<file path="config.mk">
export PLATFORM = sky130hd
export DESIGN_NAME = bnode
export DESIGN_NICKNAME = d
export VERILOG_FILES = /design/src/rtl/bnode.sv
export SDC_FILE = /design/constraint.sdc
export NUM_CORES = 1
export LEC_CHECK = 0
export ABC_AREA = 1
export CORE_AREA = 4 4 41 43
export DETAILED_ROUTE_END_ITERATION = 6
export DIE_AREA = 0 0 45 47
export GPL_TIMING_DRIVEN = 0
export PLACE_DENSITY_LB_ADDON = 0.05
export SYNTH_ARGS = -nofsm -noshare
export SYNTH_HDL_FRONTEND = slang
export SYNTH_SLANG_ARGS = --single-unit
</file>
<file path="constraint.sdc">
create_clock -name vclk -period 1.65
set_clock_uncertainty 0.1 [all_clocks]
set_input_delay 0.165 -clock vclk [all_inputs]
set_output_delay 0.165 -clock vclk [all_outputs]
set_load 0.02 [all_outputs]
</file>
<file path="src/rtl/bnode.sv">
// Compare-exchange cell for the bitonic sorter: orders a packed key pair,
// optionally through a single output register.
module bnode #(
    parameter int DATA_WIDTH = 8,
    parameter bit DESCENDING = 1'b0,
    parameter bit SIGNED     = 1'b0,
    parameter bit REGISTERED = 1'b0
) (
    input  logic                    clk,
    input  logic                    reset,
    input  logic [2*DATA_WIDTH-1:0] data_in,
    output logic [2*DATA_WIDTH-1:0] data_out,
    output logic                    swapped
);

    logic [DATA_WIDTH-1:0]   key_a;
    logic [DATA_WIDTH-1:0]   key_b;
    logic                    a_gt_b;
    logic                    a_lt_b;
    logic                    swap_d;
    logic [2*DATA_WIDTH-1:0] pair_d;

    assign key_a = data_in[2*DATA_WIDTH-1:DATA_WIDTH];
    assign key_b = data_in[DATA_WIDTH-1:0];

    always_comb begin
        a_gt_b = 1'b0;
        a_lt_b = 1'b0;
        if (SIGNED) begin
            a_gt_b = $signed(key_a) > $signed(key_b);
            a_lt_b = $signed(key_a) < $signed(key_b);
        end else begin
            a_gt_b = key_a > key_b;
            a_lt_b = key_a < key_b;
        end
    end

    // Strict compares keep equal keys in place, so ties never swap.
    always_comb begin
        swap_d = DESCENDING ? a_gt_b : a_lt_b;
        pair_d = swap_d ? {key_b, key_a} : {key_a, key_b};
    end

    if (REGISTERED) begin : g_reg
        logic [2*DATA_WIDTH-1:0] data_out_q;
        logic                    swapped_q;

        always_ff @(posedge clk) begin
            if (reset) begin
                data_out_q <= '0;
                swapped_q  <= 1'b0;
            end else begin
                data_out_q <= pair_d;
                swapped_q  <= swap_d;
            end
        end

        assign data_out = data_out_q;
        assign swapped  = swapped_q;
    end else begin : g_comb
        logic unused_clk_rst;

        assign unused_clk_rst = clk ^ reset;
        assign data_out       = pair_d;
        assign swapped        = swap_d;
    end

endmodule

</file>
# After elaboration in Yosys (flattened, before gate mapping)
# Index checks and enable logic that the tools add are counted.
# op_classes
mux	1
order_cmp	1
# op_table
operator	count
$mux W16	1
$lt A8 B8 Y1	1
# word_totals
input_bits	18
out_inout_bits	17
word_cells	2
regBits	0

# Logic depth before layout (Yosys ltp)
# Gate-level depths: netlist (run 1).
# logic_depth
ltp_word	2
depth_mapped	11
ltp_nobuf	10

# Least setup slack after synthesis (run 1)
# No wires, ideal clock.
# synth_path
kind	input port to output port
startpoint	in data_in[5]
endpoint	out data_out[10]
path_slack_ns	0.003
path_buffers	1
required_time_ns	1.385
cell_stages	8
arrival_time_ns	1.382
cell_sequence	inv_1 > ha_1 > a21oi_1 > nor2_1 > nor3_4 > buf_4 > nand3_1 > nand2_1
# synth_via
elab_chain_len	2
# synth_lines
item	line	text
start, declared	11	input logic [2*DATA_WIDTH-1:0] data_in,
$lt A8 B8 Y1	34	a_lt_b = key_a < key_b;
$mux W16	41	pair_d = swap_d ? {key_b, key_a} : {key_a, key_b};
end, declared	12	output logic [2*DATA_WIDTH-1:0] data_out,
# No other way between the ends.

# Worst setup path in the final report (run 1)
# layout_path
startpoint	in data_in[13]
endpoint	out data_out[9]
# Same word-level chain as after synthesis.

==> impl_metrics.yaml, run 1 <==
worst_setup_path:
  critPathLaunchType: "input pin"
  path_class: "input pin to primary output"
  required_ps: 1380
  cp_max_fo: 5
  startpoint: "data_in[13]"
  end_kind: "primary output"
  cp.arrival_ps: 1530
clock_tree:
  cts_hold_buf: 0
run_status:
  status: "complete, but fails checks"
  failed_checks: "negative setup slack"
sta:
  max_slew_margin: 0.884
  layout_setup_ws_ps: -147
  rsz0062_at_grt: "yes"
  holdWs_ps: 532
  finalCritPeriodShare: 1.09
  setup_viol: 17
  maxSlewViolCount: 0
  hold_violations: 0
  worstMarginPinSlew_ps: 173
  layout_min_cycle_time_ps: 1800
  fmax_mhz: 556
power:
  cell_internal_pwr_w: 0.000282
  clockPowerShare: 0
  power_w: 0.000576
  p_sw_w: 0.000294
  pwr-share-seq: 0
  power.leakage_nw: 0.611
  p_comb_frac: 1.000
  power.density_nw_per_um2: 510
  ir_drop_mv: 0.300
  swShare: 0.511
layout:
  regArea_um2: 0
  areaGrowthSynthToFinish_pct: 156
  final_cell_area_um2: 1130
  drive_gt1_frac: 0.715
  fillers: 86
  seq_cells: 0
  multi_input_area_um2: 594
  final_nets: 157
  instances_no_fill: 145
  insertedDiodeCount: 0
  nClkBuffers: 0
yosys:
  synth.distinct_cells: 12
  synth.net_count: 111
  postSynthCellCount: 86
  netlist_area_um2: 442
  syn_area_per_cell_um2: 5.14
  seq_area_frac_synth: 0
  synth_warnings: 0
detailed_routing:
  drc_errors: 0
  drt_iter0_drc: 10
  wl_per_cell_um: 14.7
  totalWireLength_um: 2140
  vias_per_cell: 5.03
  dr.pass1.iters: 4
  vias: 730
  drtAntennaViolNets: 0
global_route:
  grt_pass1_vias: 700
  grt_usage: 0.204
  gr-total-overflow: 0
  grt_first_pass_wirelength_um: 3280
  antenna_found_initial: 0
  grt_start_max_net_pins: 11
floorplanning:
  start_util: 0.339
  die_area_um2: 2120
  num_io_pins: 35
  num_rows: 13
  die_h_um: 47
  core_um2: 1300
  die_w_um: 45
place:
  dp_cells: 134
  port_buffers: 33
  place_congestion: 0.745
  dpl_cell_area_um2: 791
  dp_hpwl_um: 1100
job:
  max-cap-violations: 0
hold_path:
  min_path_cells: 4
  holdCritPathClass: "input pin to primary output"
  hp-start: "data_in[5]"
  whs_endpoint: "data_out[5]"
==> timing repair <==
item,in CTS,in global routing
setup buffers,9,0
pin swaps,17,13
resized for setup,213,21
setup endpoints to repair,17,17
cloned,2,0
==> cells by family (layout without fill, tap and decap cells) <==
| logic type | Yosys count | count (layout) | share of synthesized area |
|---|---|---|---|
| buffers and inverters | 15 | 59 | 0.156 |
| AOI/OAI and AO/OA | 2 | 2 | 0.0227 |
| adders and majority gates | 7 | 7 | 0.198 |
| and+or+nand+nor | 62 | 62 | 0.623 |
==> cell usage after synthesis <==
cell type	instances	area, µm²
nand2_1	41	154
nand3_1	16	80.1
inv_1	12	45.0
ha_1	7	87.6
a21oi_1	2	10.0
nor2_1	2	7.51
buf_2	1	5.00
buf_4	1	7.51
buf_6	1	11.3
nand2_2	1	6.26
nand2_4	1	11.3
nor3_4	1	16.3
==> per-stage QoR <==
stage               utilization  setup WS [ps]  setup TNS (ps)
CTS                       0.813          -86.0           -1200
floorplan                     -           3.15               0
global route              0.868           -220           -3030
finish                    0.868           -147           -1990
detailed placement        0.608          -1190          -18800
global placement          0.608          -1200          -18860
==> cell type report <==
| class | instances | area share |
|---|---|---|
| multi-input combinational | 71 | 0.526 |
| timing repair buffer | 44 | 0.382 |
| buffer | 3 | 0.0332 |
| tap | 15 | 0.0166 |
| inverter | 12 | 0.0421 |
==> cells in the final DEF, fill, tap and decap left out <==
cell / instances
buf_6: 25
clkdlybuf4s15_2: 2
clkdlybuf4s15_1: 1
nand2_8: 1
buf_2: 7
nand2_2: 25
buf_4: 5
nand2_4: 8
inv_1: 8
inv_2: 3
clkbuf_2: 1
nand2_1: 9
ha_4: 5
nor3_4: 1
inv_4: 1
nor2_4: 1
buf_8: 4
a21oi_4: 1
ha_1: 2
nand3_2: 1
nand3_1: 15
a21oi_2: 1
nor2_2: 1
dlygate4sd2_1: 2
==> worst max-delay path, stage by stage <==
cell	delay (ps)
buf_8	100
ha_4	240
a21oi_4	150
nor2_4	50
nor3_4	180
buf_6	160
nand2_8	80
buf_8	150
nand2_4	50
nand2_2	60
buf_6	130
==> power by group through the flow <==
stage	combinational [W]	sequential, W	clock (W)
2_1_floorplan	0.000204	0	0
3_3_place_gp	0.000384	0	0
3_5_place_dp	0.000387	0	0
4_1_cts	0.000527	0	0
5_1_grt	0.000614	0	0
6_report	0.000576	0	0
==> worst max-delay path by stage <==
stage / cells after the start / end / slack [ps]
3_5_place_dp: 10 / data_out[9] / -1190
5_1_grt: 12 / data_out[6] / -220
3_3_place_gp: 10 / data_out[10] / -1200
6_report: 11 / data_out[9] / -150
4_1_cts: 11 / data_out[9] / -90
2_1_floorplan: 8 / data_out[10] / 3
==> per-layer routing <==
metal	wire length [µm]	vias to the layer above	share of wire	GRT usage
li1	-	359	-	-
met1	848	336	0.40	0.241
met2	1110	29	0.52	0.398
met3	105	6	0.049	0.0230
met4	78	0	0.036	0.0292
met5	0	-	0	0
Note: power is estimated with default switching activity, not from simulation.
==> run 2: changes to the inputs <==
Settings changed: SKIP_LAST_GASP set to 1.
Clock period 1.65 ns to 2.1 ns, I/O delays scaled along.
==> run 2 against run 1 <==
Effect of this change:
- the flow now finishes without violations
- total power decreased by 45%
- global-route usage decreased by 4.7 points
- flip-flop and latch count unchanged
- non-clock buffer count decreased by 2
- combinational power decreased by 45%
- via count decreased by 7.1%
- wire length decreased by 23%
- utilization decreased by 21 points
- first-iteration DRC count decreased by 30%
- hold slack improved by 130 ps
- cell count decreased by 1.4%
==> impl_metrics.yaml, run 2 (synthesis results as in run 1) <==
hold_path:
  holdCritPathClass: "input pin to primary output"
sta:
  layout_setup_ws_ps: 87.4
  setup_viol: 0
  maxSlewViolCount: 0
  rsz0062_at_grt: "yes"
  hold_violations: 0
  max_slew_margin: 0.872
  worstMarginPinSlew_ps: 191
  finalCritPeriodShare: 0.958
  layout_min_cycle_time_ps: 2010
  fmax_mhz: 497
layout:
  drive_gt1_frac: 0.320
  nClkBuffers: 0
  final_nets: 155
  seq_cells: 0
  regArea_um2: 0
  final_cell_mix: "nand2_1, nand3_1, inv_1, buf_2, buf_4"
  insertedDiodeCount: 0
  instances_no_fill: 143
  areaGrowthSynthToFinish_pct: 94.3
  final_common_cell: "nand2_1"
detailed_routing:
  wl_per_cell_um: 11.5
  drt_iter0_drc: 7
  totalWireLength_um: 1650
  vias: 678
  drc_errors: 0
  vias_per_cell: 4.74
  drtAntennaViolNets: 0
  dr.pass1.iters: 5
floorplanning:
  core_um2: 1300
  die_w_um: 45
  num_io_pins: 35
  die_h_um: 47
  start_util: 0.339
  num_rows: 13
  die_area_um2: 2120
worst_setup_path:
  end_kind: "primary output"
  required_ps: 1790
  path_class: "input pin to primary output"
  cp_max_fo: 10
  critPathLaunchType: "input pin"
  cp.arrival_ps: 1700
place:
  port_buffers: 33
  dp_hpwl_um: 1100
  place_ws_ps: -833
  place_congestion: 0.745
  dp_cells: 134
job:
  max-cap-violations: 0
global_route:
  grt_pass1_vias: 573
  grt_first_pass_wirelength_um: 2550
  gr-total-overflow: 0
  grt_usage: 0.157
  grt_start_max_net_pins: 11
  antenna_found_initial: 0
run_status:
  status: "finished clean"
power:
  power.leakage_nw: 0.548
  ir_drop_mv: 0.183
  power.density_nw_per_um2: 367
-- run 2: final timing paths --
path	end	slack [ps]	startpoint	cells past startpoint
worst min-delay path	data_out[4]	660	data_in[4]	4
worst max-delay path	data_out[9]	90	data_in[14]	11
-- run 2: critical path, cell delays in order --
cell,delay (ps)
dlygate4sd2_1,260
ha_1,310
nand2_2,80
nor2_2,50
nor3_4,180
buf_6,150
nand2_4,70
buf_8,140
nand2_1,50
nand2_1,70
buf_6,140
-- run 2: final cells by class --
class | count | area (µm²)
Tap cell | 15 | 18.8
Buffer | 3 | 37.5
Inverter | 12 | 45.0
Timing Repair Buffer | 42 | 333
Multi-Input combinational cell | 71 | 424
Fill cell | 133 | 443
-- run 2: stage by stage --
stage / hold slack, ps / setup TNS (ps) / utilization / power, W / instance area [µm²]
6_report: 665 / 0 / 0.660 / 0.000315 / 858
2_1_floorplan: 488 / 0 / - / 0.000160 / 442
3_3_place_gp: 1400 / -12740 / 0.608 / 0.000302 / 791
5_1_grt: 688 / -21.3 / 0.660 / 0.000344 / 858
3_5_place_dp: 1400 / -12680 / 0.608 / 0.000304 / 791
4_1_cts: 802 / 0 / 0.628 / 0.000301 / 817
-- run 2: routing by layer --
| layer | wire length, µm | track usage |
|---|---|---|
| met3 | 153 | 0.00383 |
| met5 | 0 | 0 |
| met4 | 0 | 0 |
| met2 | 836 | 0.311 |
| met1 | 655 | 0.199 |
-- run 2: timing repair --
item / CTS / global route
hold buffers: 0 / 0
gates cloned: 1 / 0
pin swaps: 6 / 5
buffers inserted: 8 / 0
setup endpoints to repair: 17 / 17
gates resized for setup: 95 / 17
-- run 2: power breakdown --
part | internal [W] | switching, W
clock network | 0 | 0
logic | 0.000141 | 0.000174
registers | 0 | 0
==> run 3: changes to the inputs <==
Settings changed: ABC_AREA 1 to unset, SKIP_LAST_GASP 1 to unset.
==> run 3 against run 2 <==
Effect of this change:
- the flow now finishes with violations (negative setup slack)
- combinational power rose by 7.9%
- via count fell by 31%
- critical path depth fell by 3
- cell count fell by 32%
- global-route usage fell by 3.5 points
- total power rose by 7.7%
- utilization rose by 5.2 points
- flip-flop and latch count did not move
- synthesized area fell by 14%
- critical path type unchanged
==> impl_metrics.yaml, run 3 <==
sta:
  max_slew_margin: 0.825
  hold_violations: 0
  layout_min_cycle_time_ps: 2260
  maxSlewViolCount: 0
  setup_viol: 16
  finalCritPeriodShare: 1.08
  rsz0062_at_grt: "yes"
  worstMarginPinSlew_ps: 261
  layout_setup_ws_ps: -161
  fmax_mhz: 442
power:
  ir_drop_mv: 0.189
  power_w: 0.000340
  power.density_nw_per_um2: 367
  power.leakage_nw: 0.476
global_route:
  grt_usage: 0.122
  gr-total-overflow: 0
  grt_pass1_vias: 474
  antenna_found_initial: 0
  grt_first_pass_wirelength_um: 2020
  grt_start_max_net_pins: 6
floorplanning:
  num_io_pins: 35
  die_w_um: 45
  die_area_um2: 2120
  core_um2: 1300
  die_h_um: 47
  start_util: 0.291
  num_rows: 13
layout:
  final_common_cell: "buf_6"
  insertedDiodeCount: 0
  nClkBuffers: 0
  drive_gt1_frac: 0.793
  final_cell_mix: "buf_6, mux2_4, inv_1, clkbuf_2"
  instances_no_fill: 97
  final_cell_area_um2: 926
  areaGrowthSynthToFinish_pct: 144
  seq_cells: 0
  regArea_um2: 0
  final_nets: 109
  final_util: 0.712
job:
  max-cap-violations: 0
worst_setup_path:
  slowest_delay_ps: 400
  critPathLaunchType: "input pin"
  end_kind: "primary output"
  crit_buf_inv: 4
  path_class: "input pin to primary output"
  crit_chain: "buf_8 -> ha_4 -> a2111o_1 -> a211oi_4 -> buf_6 -> buf_6 -> mux2_4 -> buf_6"
  cp_top_family: "compound AO/OA/AOI/OAI gates"
  crit_path_frequent_cell: "buf_6"
  cp_max_fo: 5
  startpoint: "data_in[9]"
  cp.arrival_ps: 1950
  crit_slowest_cell: "a2111o_1"
  required_ps: 1790
yosys:
  synth_warnings: 0
  synth_common_cells: "mux2_2, inv_1, ha_1, o21ai_0"
  synth.top_cell.area_share: 0.475
  netlist_area_um2: 379
  synth.area.top_cells: "mux2_2, ha_1, inv_1, a211oi_4, a2111o_1"
  yosys.area.top_type: "mux2_2"
  syn_area_per_cell_um2: 9.25
  seq_area_frac_synth: 0
  postSynthCellCount: 41
  synth.net_count: 66
  synth.distinct_cells: 12
  yosysMostFrequentCell: "mux2_2"
detailed_routing:
  vias: 469
  wl_met1_um: 479
  dr_wl_met3_um: 125
  drt_iter0_drc: 2
  wl_per_cell_um: 13.6
  drtAntennaViolNets: 0
  vias_per_cell: 4.84
  totalWireLength_um: 1320
  drc_errors: 0
  dr.pass1.iters: 2
  dr.max_layer_used: "met3"
  wl_met2_um: 718
place:
  dp_hpwl_um: 894
  dp_cells: 89
  dpl_cell_area_um2: 779
  place_congestion: 0.628
  port_buffers: 33
run_status:
  status: "complete, but fails checks"
  failed_checks: "negative setup slack"
clock_tree:
  cts_hold_buf: 0
hold_path:
  holdCritPathClass: "input pin to primary output"
  hp-start: "data_in[2]"
-- run 3: final cells by class --
type | count | area, µm²
Inverter | 8 | 35.0
Fill cell | 120 | 375
Multi-Input combinational cell | 32 | 465
Buffer | 1 | 11.3
Tap cell | 15 | 18.8
Timing Repair Buffer | 41 | 395
-- run 3: worst paths after layout --
kind                            to  slack (ps)  depth (start not counted)
worst max-delay path   data_out[9]        -160                          8
worst min-delay path  data_out[10]         630                          3
-- run 3: timing repair --
action,4_1_cts,5_1_grt
cloned,1,0
pin swaps,7,6
endpoints found under the hold margin,0,0
gates resized for setup,158,19
setup endpoints to repair,17,17
setup buffers,7,1
-- run 3: cell families (layout without fill, tap and decap cells) --
group / after synthesis / after routing / synth area share
compound gates: 6 / 6 / 0.142
fa+ha+maj: 7 / 7 / 0.231
buf+inv: 9 / 50 / 0.109
mux: 16 / 16 / 0.475
simple gates: 3 / 3 / 0.0429
-- run 3: through the flow --
stage / worst slack, ps / hold WS (ps) / TNS (ps)
final: -161 / 634 / -2110
after global routing: -213 / 640 / -2850
after CTS: -165 / 666 / -2230
after detailed placement: -1310 / 1550 / -20740
after global placement: -1280 / 1540 / -20190
after floorplan: -67.5 / 479 / -607
-- run 3: per-layer routing --
| metal | track usage | vias up |
|---|---|---|
| met5 | 0 | - |
| met4 | 0.0117 | 0 |
| met3 | 0.0192 | 0 |
| met2 | 0.243 | 21 |
| met1 | 0.139 | 216 |
| li1 | - | 232 |
-- run 3: power breakdown --
group	internal [W]	leakage (nW)	switching [W]	total, W
combinational	0.000195	0.476	0.000145	0.000340
sequential	0	0	0	0
clock	0	0	0	0
